$ cat src/rtl/serial_arith_unit.sv
// Digit-serial ALU: ADD/SUB through a DIGIT-long full-adder/full-subtractor ripple chain, plus six logic ops.
// Optional flag outputs zero/neg/ovf are compiled in when ALU_FLAGS_EN is defined.
module serial_arith_unit #(
  parameter int WIDTH = 8,
  parameter int DIGIT = 2
) (
  input  logic             clk,
  input  logic             rst,
  input  logic             in_valid,
  output logic             in_ready,
  input  logic [WIDTH-1:0] a,
  input  logic [WIDTH-1:0] b,
  input  logic [2:0]       op,
  input  logic             cin,
  output logic             out_valid,
  input  logic             out_ready,
  output logic [WIDTH-1:0] result,
  output logic             cout,
`ifdef ALU_FLAGS_EN
  output logic             zero,
  output logic             neg,
  output logic             ovf,
`endif
  output logic [1:0]       dbg_state
);

  localparam int NDIG = WIDTH / DIGIT;
  localparam int CW   = (NDIG > 1) ? $clog2(NDIG) : 1;
  localparam int IW   = $clog2(WIDTH);

  localparam logic [2:0] OP_ADD  = 3'b000;
  localparam logic [2:0] OP_SUB  = 3'b001;
  localparam logic [2:0] OP_AND  = 3'b010;
  localparam logic [2:0] OP_OR   = 3'b011;
  localparam logic [2:0] OP_XOR  = 3'b100;
  localparam logic [2:0] OP_XNOR = 3'b101;
  localparam logic [2:0] OP_NAND = 3'b110;

  typedef enum logic [1:0] {
    S_IDLE = 2'd0,
    S_RUN  = 2'd1,
    S_DONE = 2'd2
  } state_t;

  state_t           r_state;
  state_t           w_next;
  logic [WIDTH-1:0] r_a;
  logic [WIDTH-1:0] r_b;
  logic [WIDTH-1:0] r_result;
  logic [2:0]       r_op;
  logic             r_carry;
  logic             r_cout;
  logic [CW-1:0]    r_cnt;

  logic             w_accept;
  logic             w_last;
  logic             w_arith;
  logic [IW-1:0]    w_base;
  logic [DIGIT-1:0] w_a_dig;
  logic [DIGIT-1:0] w_b_dig;
  logic [DIGIT-1:0] w_dig;
  logic             w_c;
  logic [WIDTH-1:0] w_res_full;
  logic             w_ovf;

  // Handshake: a transfer happens on a rising edge where valid && ready are both high;
  // in_ready is high only in IDLE (and low during reset), out_valid is high only in DONE.
  assign in_ready  = (r_state == S_IDLE) && !rst;
  assign out_valid = (r_state == S_DONE);
  assign w_accept  = in_valid && (r_state == S_IDLE) && !rst;
  assign w_last    = (r_cnt == CW'(NDIG - 1));
  assign w_arith   = (r_op == OP_ADD) || (r_op == OP_SUB);
  assign w_base    = IW'(r_cnt * DIGIT);
  assign w_a_dig   = r_a[w_base +: DIGIT];
  assign w_b_dig   = r_b[w_base +: DIGIT];
  assign result    = r_result;
  assign cout      = r_cout;
  assign dbg_state = r_state;

  // One digit of cells; w_c ripples from r_carry through each bit position.
  always_comb begin
    w_c   = r_carry;
    w_dig = '0;
    for (int i = 0; i < DIGIT; i++) begin
      case (r_op)
        OP_ADD: begin
          w_dig[i] = w_a_dig[i] ^ w_b_dig[i] ^ w_c;
          w_c      = (w_a_dig[i] & w_b_dig[i]) | (w_c & (w_a_dig[i] ^ w_b_dig[i]));
        end
        OP_SUB: begin
          w_dig[i] = w_a_dig[i] ^ w_b_dig[i] ^ w_c;
          w_c      = (~w_a_dig[i] & w_b_dig[i]) | (~(w_a_dig[i] ^ w_b_dig[i]) & w_c);
        end
        OP_AND:  w_dig[i] = w_a_dig[i] & w_b_dig[i];
        OP_OR:   w_dig[i] = w_a_dig[i] | w_b_dig[i];
        OP_XOR:  w_dig[i] = w_a_dig[i] ^ w_b_dig[i];
        OP_XNOR: w_dig[i] = ~(w_a_dig[i] ^ w_b_dig[i]);
        OP_NAND: w_dig[i] = ~(w_a_dig[i] & w_b_dig[i]);
        default: w_dig[i] = ~(w_a_dig[i] | w_b_dig[i]);
      endcase
    end
  end

  always_comb begin
    w_res_full                   = r_result;
    w_res_full[w_base +: DIGIT]  = w_dig;
  end

  // Signed overflow judged on the full result as it will look after the final digit.
  always_comb begin
    w_ovf = 1'b0;
    if (r_op == OP_ADD)
      w_ovf = (r_a[WIDTH-1] == r_b[WIDTH-1]) && (w_res_full[WIDTH-1] != r_a[WIDTH-1]);
    else if (r_op == OP_SUB)
      w_ovf = (r_a[WIDTH-1] != r_b[WIDTH-1]) && (w_res_full[WIDTH-1] != r_a[WIDTH-1]);
  end

  always_ff @(posedge clk or posedge rst) begin
    if (rst) r_state <= S_IDLE;
    else     r_state <= w_next;
  end

  always_comb begin
    w_next = r_state;
    case (r_state)
      S_IDLE:  if (w_accept)  w_next = S_RUN;
      S_RUN:   if (w_last)    w_next = S_DONE;
      S_DONE:  if (out_ready) w_next = S_IDLE;
      default: w_next = S_IDLE;
    endcase
  end

`ifdef ALU_FLAGS_EN
  logic r_zero;
  logic r_neg;
  logic r_ovf;
  assign zero = r_zero;
  assign neg  = r_neg;
  assign ovf  = r_ovf;

  always_ff @(posedge clk or posedge rst) begin
    if (rst) begin
      r_zero <= 1'b0;
      r_neg  <= 1'b0;
      r_ovf  <= 1'b0;
    end else if (r_state == S_RUN && w_last) begin
      r_zero <= (w_res_full == '0);
      r_neg  <= w_res_full[WIDTH-1];
      r_ovf  <= w_ovf;
    end
  end
`else
  logic w_unused_ovf;
  assign w_unused_ovf = w_ovf;
`endif

  always_ff @(posedge clk or posedge rst) begin
    if (rst) begin
      r_a      <= '0;
      r_b      <= '0;
      r_op     <= '0;
      r_carry  <= 1'b0;
      r_cnt    <= '0;
      r_result <= '0;
      r_cout   <= 1'b0;
    end else begin
      case (r_state)
        S_IDLE: begin
          if (w_accept) begin
            r_a     <= a;
            r_b     <= b;
            r_op    <= op;
            r_carry <= cin;
            r_cnt   <= '0;
          end
        end
        S_RUN: begin
          r_result <= w_res_full;
          r_carry  <= w_c;
          r_cnt    <= r_cnt + 1'b1;
          if (w_last) r_cout <= w_arith ? w_c : 1'b0;
        end
        default: ;
      endcase
    end
  end

endmodule

$ cat config.mk
export PLATFORM = sky130hd
export DESIGN_NAME = serial_arith_unit
export DESIGN_NICKNAME = d
export VERILOG_FILES = /design/src/rtl/serial_arith_unit.sv
export SDC_FILE = /design/constraint.sdc
export NUM_CORES = 1
export LEC_CHECK = 0
export BUFFER_PORTS_ARGS = -buffer_cell sky130_fd_sc_hd__buf_2
export CORE_AREA = 2 2 71 73
export DETAILED_ROUTE_END_ITERATION = 16
export DIE_AREA = 0 0 73 75
export PLACE_DENSITY = 0.65
export SYNTH_ARGS = -nofsm -noshare
export SYNTH_HDL_FRONTEND = slang
export SYNTH_SLANG_ARGS = --single-unit
$ cat constraint.sdc
create_clock -name clk -period 3.2 [get_ports clk]
set_input_delay 0.96 -clock clk [delete_from_list [all_inputs] [get_ports clk]]
set_output_delay 0.96 -clock clk [all_outputs]
set_load 0.03 [all_outputs]
==> results.py <==
metrics = {
    "global_route": {
        "use_met3_pct": 4.02,
        "busiest_layer": "met2",
        "grt_pass1_wl_um": 6290,
        "antenna_found_initial": 0,
        "grt_max_degree": 34,
        "gr-total-overflow": 0,
        "track_usage_pct": 15.0,
        "grt_use_met1_pct": 17.9,
        "met2_usage_pct": 25.8,
        "grt_pass1_vias": 1390,
    },
    "placement": {
        "place.gp.congestion": 0.809,
        "dp_hpwl_um": 2540,
        "placed_area_um2": 2040,
        "port_buffers": 36,
        "place_inst": 279,
    },
    "power_and_ir_drop": {
        "p_leak_nw": 1.11,
        "pwr_density_cell_nw_per_um2": 1090,
        "vdd_drop_max_mv": 0.458,
    },
    "clocking": {
        "clkTransAtPathRegs_ns": 0.07,
        "clk_path_buf_depth": 2,
        "cts_buffers": 5,
        "tritoncts": "done",
        "post_cts_buffers": 0,
        "cts_resized": 0,
        "cts.sinks": 33,
        "clock-root-buffer": "clkbuf_8",
        "htree_levels": 2,
        "clk_latency_ns": 0.28,
        "cts-hold-fix-buffers": 0,
    },
    "critical_path": {
        "critPathBufInv": 0,
        "slowest_stage": "mux4_2",
        "crit_path_max_fanout": 5,
        "crit_chain": "mux4_2 > fa_1 > mux2i_1 > nand2_1 > o21ai_0 > fa_1 > nor3_1 > a221o_1 > o22ai_2 > o21ai_0",
        "crit_type": "reg -> reg",
        "critPathArrivalTime_ns": 3.08,
        "cp_top_family": "adder cells",
        "cpPeakStageDelay_ns": 0.59,
        "crit_path_start_kind": "flip-flop",
        "end_kind": "flip-flop",
        "required_ns": 3.39,
    },
    "layout": {
        "layout_commonest_cell": "nand2_1",
        "stdcell_count": 287,
        "layout_common_cells": "nand2_1, buf_2, dfrtp_1",
        "finalInstanceArea_um2": 2140,
        "area_growth_pct": 18.6,
        "antennaDiodeCount": 0,
        "layout.nets": 270,
        "utilization_pct": 46.0,
        "layout-drive-gt1-share_pct": 24.0,
    },
    "detailed_routing": {
        "wirelength_um": 3460,
        "drc_errors": 0,
        "viasPerCell": 4.84,
        "wl_per_cell_um": 12.1,
        "drtIter0Drc": 50,
        "ant_nets": 0,
        "vias": 1390,
        "firstDrtPassIters": 4,
    },
    "yosys": {
        "async_flop_share_pct": 100,
        "synth_edf_count": 0,
        "avgSynthCellArea_um2": 9.32,
        "syn_inst": 194,
        "syn_area_um2": 1810,
        "yosys.area.top_type": "dfrtp_1",
        "yosys_most_used_dff": "dfrtp_1",
        "synthTopCellsByArea": "dfrtp_1, nand2_1, ha_1",
        "synth_top_area_share_pct": 45.7,
        "synth_nets": 232,
        "synth-seq-area-share_pct": 45.7,
        "yosysUniqueCellTypes": 27,
        "yosys_warnings": 0,
        "ys_ff_latch": 33,
    },
    "job": {
        "max_cap_viol_count": 0,
    },
    "timing": {
        "fin_skew_ns": 0.00867,
        "post-route-period-util_pct": 90.2,
        "maxSlewViolCount": 0,
        "setup_viol": 0,
        "whs_ns": 0.472,
        "maxSlewHeadroom_pct": 57.2,
        "tightest_slew_ns": 0.641,
        "max_freq_mhz": 346,
        "hold_violations": 0,
        "rsz0062_at_grt": "no",
        "tns_ns": 0,
        "min_period_ns": 2.89,
    },
    "floorplan": {
        "pin_count": 37,
        "die_w_um": 73,
        "fp-row-count": 25,
        "die_area_um2": 5480,
        "core-area_um2": 4660,
        "die_y_um": 75,
        "start_util_pct": 38.8,
    },
    "min_path": {
        "min_path_type": "reg -> reg",
    },
    "status": {
        "outcome": "finished, final reports clean",
    },
}
[report_power, final]
group          leakage, nW  internal, mW  switching (mW)  total, mW
Clock               0.0512         0.174           0.155      0.329
Sequential           0.421         0.601           0.164      0.765
Combinational        0.636         0.520           0.713       1.23
Total                 1.11          1.29            1.03       2.33
[Yosys cell counts, drive strengths merged, types with 2 or more instances]
| cell | instances |
|---|---|
| nand2 | 76 |
| a21oi | 2 |
| nand2b | 4 |
| o21ai | 10 |
| dfrtp | 33 |
| mux2i | 2 |
| clkbuf | 5 |
| ha | 10 |
| fa | 4 |
| nand3 | 3 |
| buf | 4 |
| and2 | 3 |
| nor3 | 2 |
| mux4 | 5 |
| o31ai | 5 |
| inv | 9 |
| nor2 | 4 |
| nand4 | 2 |
| nor2b | 4 |
| a221o | 2 |
[per-stage QoR]
step                      setup slack [ns]  power (mW)
final                                0.314        2.33
after CTS                            0.110        2.34
after floorplan                      0.333        1.71
after detailed placement             0.152        1.99
after global placement               0.263        1.97
after global routing                0.0426        2.57
[cell families after synthesis]
family                     Yosys count  synth area share, %
AOI/OAI and AO/OA                   21                 7.34
xor gates and xnor gates             1                0.485
adders and majority gates           14                 11.3
buffers and inverters               18                 4.36
DFF                                 33                 45.7
muxes                                7                 7.34
and+or+nand+nor                    100                 23.5
[flip-flops by register name, summed over array words and instances, names as in the netlist]
register / count
r_a: 8
r_b: 8
result: 8
r_op: 3
dbg_state: 2
r_cnt: 2
cout: 1
r_carry: 1
[per-layer routing]
metal	wire (um)	part of all wire, %
met2	1700	49
met4	41	1.2
met3	111	3.2
met1	1600	46
met5	0	0
[final timing paths]
path | start | endpoint | slack [ns] | depth (start not counted)
setup / recovery | r_cnt[0]$_DFFE_PP0P_ | result[7]$_DFFE_PP0P_ | 0.31 | 10
hold / removal | result[3]$_DFFE_PP0P_ | result[3]$_DFFE_PP0P_ | 0.47 | 2
setup reg to reg | r_cnt[0]$_DFFE_PP0P_ | result[7]$_DFFE_PP0P_ | 0.31 | 10
hold reg to reg | result[3]$_DFFE_PP0P_ | result[3]$_DFFE_PP0P_ | 0.47 | 2
max in group asynchronous | rst | r_cnt[0]$_DFFE_PP0P_ | 2.09 | 3
min in group asynchronous | rst | dbg_state[0]$_DFFE_PP0P_ | 0.76 | 3
[tightest hold or removal path, stage by stage, from the launching register on]
cell     delay, ns
dfrtp_1       0.34
nand2_1       0.04
o21ai_0       0.06
[layout make-up]
cell class	instances	area, um^2
repair buffers	40	210
clock inverters	2	13.8
well taps	54	67.6
inverters	9	33.8
fillers	467	2520
clock buffers	6	82.6
flip-flops and latches	33	827
multi-input cells	143	910
Power figures use the tool's default switching activity.
